## src/rtl/keypad_entry_pkg.sv

```systemverilog
// Shared types and constants for the keypad entry block.
// FSM encoding, key codes and the row/column key map.
package keypad_entry_pkg;

    typedef enum logic [1:0] {
        IDLE = 2'd0,
        CONV = 2'd1,
        DONE = 2'd2
    } state_e;

    localparam logic [3:0] KEY_ENTER = 4'hA;
    localparam logic [3:0] KEY_BKSP  = 4'hB;
    localparam logic [3:0] KEY_CLR   = 4'hC;
    localparam logic [3:0] KEY_D     = 4'hD;
    localparam logic [3:0] KEY_STAR  = 4'hE;
    localparam logic [3:0] KEY_HASH  = 4'hF;

    // Map a (row, column) position to its key code.
    function automatic logic [3:0] key_code(
        input logic [1:0] r,
        input logic [1:0] c
    );
        logic [3:0] code;
        unique case ({r, c})
            4'b00_00: code = 4'd1;
            4'b00_01: code = 4'd2;
            4'b00_10: code = 4'd3;
            4'b00_11: code = KEY_ENTER;
            4'b01_00: code = 4'd4;
            4'b01_01: code = 4'd5;
            4'b01_10: code = 4'd6;
            4'b01_11: code = KEY_BKSP;
            4'b10_00: code = 4'd7;
            4'b10_01: code = 4'd8;
            4'b10_10: code = 4'd9;
            4'b10_11: code = KEY_CLR;
            4'b11_00: code = KEY_STAR;
            4'b11_01: code = 4'd0;
            4'b11_10: code = KEY_HASH;
            default:  code = KEY_D;
        endcase
        return code;
    endfunction

endpackage

```

## src/rtl/keypad_entry_scan.sv

```systemverilog
// Column scanner, row synchronizer and frame debouncer.
// Emits a one-cycle event with the key code on a clean single press.
module keypad_scan
    import keypad_entry_pkg::*;
#(
    parameter int SCAN_DIV = 100,
    parameter int DEBOUNCE = 4
) (
    input  logic       clk_i,
    input  logic       rst_ni,
    input  logic [3:0] row_i,
    output logic [3:0] col_o,
    output logic [3:0] key_o,
    output logic       key_ev_o
);

    logic [15:0] div_q, div_d;
    logic [1:0]  idx_q, idx_d;
    logic [3:0]  sync1_q, sync2_q;
    logic [15:0] frame_q, frame_d;
    logic [15:0] prev_q, prev_d;
    logic [3:0]  stable_q, stable_d;
    logic [15:0] deb_q, deb_d;
    logic [3:0]  key_q, key_d;
    logic        ev_q, ev_d;
    logic        last;
    logic        frame_done;
    logic        deb_load;
    logic        one_hot;
    logic [3:0]  pos;

    assign last       = (div_q == 16'(SCAN_DIV - 1));
    assign frame_done = last && (idx_q == 2'd3);
    assign col_o      = ~(4'b0001 << idx_q);
    assign key_o      = key_q;
    assign key_ev_o   = ev_q;

    // Column divider and index advance.
    always_comb begin
        div_d = div_q + 16'd1;
        idx_d = idx_q;
        if (last) begin
            div_d = 16'd0;
            idx_d = idx_q + 2'd1;
        end
    end

    // Capture the active column's rows into the frame.
    always_comb begin
        frame_d = frame_q;
        if (last) begin
            for (int r = 0; r < 4; r++) begin
                frame_d[{idx_q, 2'(r)}] = ~sync2_q[r];
            end
        end
    end

    // Stability counting and debounced state load.
    always_comb begin
        stable_d = stable_q;
        prev_d   = prev_q;
        if (frame_done) begin
            prev_d = frame_d;
            if (frame_d == prev_q) begin
                stable_d = (stable_q == 4'hF) ? 4'hF : stable_q + 4'd1;
            end else begin
                stable_d = 4'd0;
            end
        end
        deb_load = frame_done && (stable_d >= 4'(DEBOUNCE));
        deb_d    = deb_load ? frame_d : deb_q;
    end

    // Press detection: idle to exactly one key.
    always_comb begin
        one_hot = (frame_d != 16'd0) &&
                  ((frame_d & (frame_d - 16'd1)) == 16'd0);
        pos = 4'd0;
        for (int i = 0; i < 16; i++) begin
            if (frame_d[i]) begin
                pos = 4'(i);
            end
        end
        ev_d  = deb_load && (deb_q == 16'd0) && one_hot;
        key_d = ev_d ? key_code(pos[1:0], pos[3:2]) : key_q;
    end

    // Scanner, synchronizer and debounce state.
    always_ff @(posedge clk_i or negedge rst_ni) begin
        if (!rst_ni) begin
            div_q    <= 16'd0;
            idx_q    <= 2'd0;
            sync1_q  <= 4'hF;
            sync2_q  <= 4'hF;
            frame_q  <= 16'd0;
            prev_q   <= 16'd0;
            stable_q <= 4'd0;
            deb_q    <= 16'd0;
            key_q    <= 4'd0;
            ev_q     <= 1'b0;
        end else begin
            div_q    <= div_d;
            idx_q    <= idx_d;
            sync1_q  <= row_i;
            sync2_q  <= sync1_q;
            frame_q  <= frame_d;
            prev_q   <= prev_d;
            stable_q <= stable_d;
            deb_q    <= deb_d;
            key_q    <= key_d;
            ev_q     <= ev_d;
        end
    end

endmodule

```

## src/rtl/keypad_entry.sv

```systemverilog
// Keypad digit entry with BCD buffer and BCD-to-binary commit.
// Scanning lives in keypad_scan; this holds the buffer and FSM.
module keypad_entry
    import keypad_entry_pkg::*;
#(
    parameter int SCAN_DIV = 100,
    parameter int DEBOUNCE = 4
) (
    input  logic        clk,
    input  logic        rst_n,
    input  logic [3:0]  row,
    output logic [3:0]  col,
    output logic [15:0] entry,
    output logic [2:0]  count,
    output logic [13:0] number,
    output logic        valid,
    output logic        busy
);

    logic [3:0]  key;
    logic        key_ev;
    state_e      state_q, state_d;
    logic [15:0] entry_q, entry_d;
    logic [2:0]  count_q, count_d;
    logic [13:0] acc_q, acc_d;
    logic [1:0]  dig_q, dig_d;
    logic [13:0] number_q, number_d;
    logic        key_act;
    logic        start;
    logic        step;
    logic        done;
    logic [3:0]  digit;
    logic [16:0] prod;
    logic [13:0] acc_nx;

    keypad_scan #(
        .SCAN_DIV (SCAN_DIV),
        .DEBOUNCE (DEBOUNCE)
    ) u_scan (
        .clk_i    (clk),
        .rst_ni   (rst_n),
        .row_i    (row),
        .col_o    (col),
        .key_o    (key),
        .key_ev_o (key_ev)
    );

    // FSM state register.
    always_ff @(posedge clk or negedge rst_n) begin
        if (!rst_n) begin
            state_q <= IDLE;
        end else begin
            state_q <= state_d;
        end
    end

    // FSM next state.
    always_comb begin
        state_d = state_q;
        unique case (state_q)
            IDLE: if (key_ev && key == KEY_ENTER) state_d = CONV;
            CONV: if (dig_q == 2'd0) state_d = DONE;
            DONE: state_d = IDLE;
            default: state_d = IDLE;
        endcase
    end

    // FSM outputs; events while busy are ignored.
    always_comb begin
        busy    = (state_q != IDLE);
        valid   = (state_q == DONE);
        key_act = (state_q == IDLE) && key_ev;
        start   = key_act && (key == KEY_ENTER);
        step    = (state_q == CONV);
        done    = (state_q == DONE);
    end

    // One multiply-accumulate step, oldest digit first.
    always_comb begin
        digit  = 4'(entry_q >> {dig_q, 2'b00});
        prod   = 17'(acc_q) * 17'd10 + 17'(digit);
        acc_nx = prod[13:0];
        acc_d    = acc_q;
        dig_d    = dig_q;
        number_d = number_q;
        if (start) begin
            acc_d = 14'd0;
            dig_d = 2'd3;
        end else if (step) begin
            acc_d = acc_nx;
            dig_d = dig_q - 2'd1;
            if (dig_q == 2'd0) number_d = acc_nx;
        end
    end

    // Digit buffer editing and clear after commit.
    always_comb begin
        entry_d = entry_q;
        count_d = count_q;
        if (done) begin
            entry_d = 16'd0;
            count_d = 3'd0;
        end else if (key_act) begin
            unique case (1'b1)
                (key <= 4'd9): begin
                    if (count_q < 3'd4) begin
                        entry_d = {entry_q[11:0], key};
                        count_d = count_q + 3'd1;
                    end
                end
                (key == KEY_BKSP): begin
                    if (count_q != 3'd0) begin
                        entry_d = entry_q >> 4;
                        count_d = count_q - 3'd1;
                    end
                end
                (key == KEY_CLR): begin
                    entry_d = 16'd0;
                    count_d = 3'd0;
                end
                default: ;
            endcase
        end
    end

    // Datapath registers.
    always_ff @(posedge clk or negedge rst_n) begin
        if (!rst_n) begin
            entry_q  <= 16'd0;
            count_q  <= 3'd0;
            acc_q    <= 14'd0;
            dig_q    <= 2'd0;
            number_q <= 14'd0;
        end else begin
            entry_q  <= entry_d;
            count_q  <= count_d;
            acc_q    <= acc_d;
            dig_q    <= dig_d;
            number_q <= number_d;
        end
    end

    assign entry  = entry_q;
    assign count  = count_q;
    assign number = number_q;

endmodule

```

## config.mk

```make
export PLATFORM = sky130hd
export DESIGN_NAME = keypad_entry
export DESIGN_NICKNAME = d
export VERILOG_FILES = /design/src/rtl/keypad_entry_pkg.sv /design/src/rtl/keypad_entry_scan.sv /design/src/rtl/keypad_entry.sv
export SDC_FILE = /design/constraint.sdc
export NUM_CORES = 1
export LEC_CHECK = 0
export CAP_MARGIN = 20
export CORE_MARGIN = 2
export CORE_UTILIZATION = 35
export DETAILED_ROUTE_END_ITERATION = 8
export PLACE_DENSITY_LB_ADDON = 0.08
export SYNTH_ARGS = -nofsm -noshare
export SYNTH_HDL_FRONTEND = slang
export SYNTH_SLANG_ARGS = --single-unit
```

## constraint.sdc

```tcl
create_clock -name clk -period 4.1 [get_ports clk]
set_clock_uncertainty 0.15 [all_clocks]
set_input_delay 0.615 -clock clk [delete_from_list [all_inputs] [get_ports clk]]
set_output_delay 0.615 -clock clk [all_outputs]
set_load 0.1 [all_outputs]
```

==> impl_metrics.tcl <==
set metrics [dict create \
    place_area_um2 8320 \
    drt-met1-wl_um 9120 \
    grt_max_degree 110 \
    power_frac_comb 0.018 \
    worstPathMaxFanout 5 \
    worstMarginPinSlew_ns 0.995 \
    cts.sinks 133 \
    clockPowerShare 0.532 \
    power.share.sequential 0.450 \
    ff2ff_path_depth 10 \
    startpoint "u_scan.div_q[8]" \
    critPathKind "reg -> reg" \
    critical_path.reg2reg.startpoint "u_scan.div_q[8]" \
    status "finished clean" \
    gp_congestion 0.936 \
    syn_nets 822 \
    ys_types 71 \
    synthesis.area_um2 7430 \
    cts_tree "done" \
    area_delta_synth_final_pct 21.1 \
    reg2reg_to "u_scan.key_o[3]" \
    internal_power_uw 2300 \
    cp-end-kind "register" \
    layout-drive-gt1-share 0.133 \
    clk_path_buf_depth 2 \
    final_area_um2 9000 \
    hp-start "u_scan.sync1_q[1]" \
    ys_seq_area_frac 0.449 \
    reg2reg_slack_ns 0.26 \
    hold_violations 0 \
    fmax_mhz 260 \
    netlist_top_cells_area "dfrtp_1 42%, ha_1 5.7%, nand2_1 5.3%" \
    cp.required_ns 4.25 \
    rsz0062_at_grt "no" \
    vias_per_cell 5.38 \
    dp_hpwl_um 14200 \
    core_area_um2 21000 \
    slew_violations 0 \
    ys_ff_latch 133 \
    async_flop_share 1.00 \
    path_clk_slew_ns 0.06 \
    finalNetCount 890 \
    swShare 0.219 \
    insertedDiodeCount 0 \
    antenna_found_initial 0 \
    drtIter0Drc 487 \
    finalCritPeriodShare 0.937 \
    routed.top_layer "met4" \
    yosys.area.top_type_share 0.421 \
    rows 53 \
    clockRootBuffer "clkbuf_16" \
    vias 6097 \
    die_h_um 150 \
    leakage_uw 0.00410 \
    finalSetupViolations 0 \
    drc 0 \
    final_core_util 0.429 \
    preCtsSetupSlack_ns 0.133 \
    synth_ff_type "dfrtp_1" \
    synth_top_area_cell "dfrtp_1" \
    setup_ws_ns 0.258 \
    cts-buffers-inserted 17 \
    routed_wl_um 20200 \
    yosysWarnings 0 \
    die_x_um 150 \
    start_util 0.355 \
    drt_pass1_iterations 5 \
    dr_wl_met2_um 9820 \
    grt_use_total 0.192 \
    drtAntennaViolNets 0 \
    grt_first_pass_wirelength_um 33200 \
    met3WireLength_um 695 \
    holdPathStages 0 \
    insertion_delay_ns 0.43 \
    detail_route.wl_per_cell_um 17.8 \
    synth-edff-count 0 \
    ir_drop_mv 0.273 \
    cap_violations 0 \
    grt_pass1_vias 6146 \
    worstHoldPathType "reg -> reg" \
    p_sw_uw 645 \
    power_density_nw_per_um2 328 \
    synth_cells 779 \
    period_needed_ns 3.84 \
    grt_overflow 0 \
    startpoint_type "register" \
    fin_hold_ws_ns 0.203 \
    ios 45 \
    worstHoldEndpoint "u_scan.sync2_q[1]" \
    port_buffers 44 \
    synth_area_per_cell_um2 9.54 \
    die_area_um2 22400 \
    fin_tns_setup_ns 0 \
    slew_headroom 0.335 \
    h-tree-depth 4 \
    crit_arrival_ns 4.00 \
]
[synth_stat cells, drive strengths merged (12+ instances only)]
cell type	count
nand2b	12
nor2	48
nor3	17
nor4	14
nand2	106
clkbuf	25
dfrtp	125
mux2	20
o21ai	73
a21oi	30
ha	34
nand3	38
inv	40
xnor2	32
[cells in the final DEF (no fill, tap or decap), types with 16 or more instances in the layout]
| cell | n |
|---|---|
| dfrtp_1 | 125 |
| nand2_1 | 105 |
| o21ai_0 | 66 |
| nor2_1 | 48 |
| clkdlybuf4s50_1 | 41 |
| inv_1 | 39 |
| nand3_1 | 36 |
| ha_1 | 33 |
| buf_4 | 32 |
| xnor2_1 | 31 |
| a21oi_1 | 29 |
| clkbuf_16 | 17 |
| nor3_1 | 16 |
| mux2_2 | 16 |
[critical path: stages (launching register included)]
cell	delay (ns)
dfrtp_1	0.43
nor4_4	0.42
and3_1	0.33
nand3_1	0.21
mux2i_1	0.18
a211oi_2	0.25
nand2_1	0.09
or4_1	0.45
or4b_1	0.50
or3_4	0.38
mux2_1	0.33
[registers in the layout, indices dropped and copies added, names as in the netlist, 3 cells and up, named ones only]
signal          cells
u_scan.sync2_q      4
u_scan.sync1_q      4
number             14
u_scan.frame_q     16
u_scan.prev_q      16
u_scan.deb_q       16
entry              16
u_scan.div_q       16
acc_q              13
count               3
u_scan.key_o        4
[stage by stage]
stage	power (µW)	instances
4_1_cts	2990	1129
3_5_place_dp	1400	1098
3_3_place_gp	1400	1098
6_report	2950	1134
2_1_floorplan	1360	779
5_1_grt	3060	1134
[worst max path at each step]
| stage | endpoint | slack (ns) | cells after the start |
|---|---|---|---|
| 2_1_floorplan | u_scan.key_o[0] | 0.19 | 10 |
| 3_3_place_gp | u_scan.key_o[2] | 0.26 | 12 |
| 3_5_place_dp | u_scan.key_o[3] | 0.13 | 12 |
| 4_1_cts | u_scan.key_o[3] | 0.12 | 12 |
| 5_1_grt | u_scan.key_o[2] | 0.02 | 13 |
| 6_report | u_scan.key_o[3] | 0.26 | 10 |
[timing repair]
item	4_1_cts	5_1_grt
hold endpoints to repair	0	14
gates resized for setup	0	6
setup buffers	0	2
endpoints found under the setup margin	0	14
hold buffers	0	1
[power groups by stage]
stage	registers, µW	clock network [µW]	logic (µW)
6_report	1330	1570	52.2
5_1_grt	1330	1670	60.4
4_1_cts	1330	1610	50.7
3_5_place_dp	1350	0	50.5
3_3_place_gp	1350	0	50.0
2_1_floorplan	1350	0	12.7
[final cells by class]
| cell class | count | area [µm²] |
|---|---|---|
| fill | 2070 | 12000 |
| multi-input combinational | 578 | 3860 |
| sequential | 133 | 3340 |
| timing repair buffer | 76 | 699 |
| clock buffer | 19 | 443 |
| tap | 275 | 344 |
| inverter | 41 | 155 |
| clock inverter | 12 | 153 |
[logic make-up after synthesis]
family	count (synthesis)	share of synthesized area
adders and majority gates	38	0.0667
and+or+nand+nor	285	0.192
xor gates and xnor gates	43	0.0517
DFF	133	0.449
AOI/OAI and AO/OA	182	0.156
buffers and inverters	69	0.0354
muxes	29	0.0492
[metal layers]
metal / vias to the layer above / track usage
li1: 2930 / -
met1: 3009 / 0.248
met2: 123 / 0.317
met3: 35 / 0.0399
met4: 0 / 0.0764
met5: - / 0
Note: power is estimated with default switching activity, not from simulation.
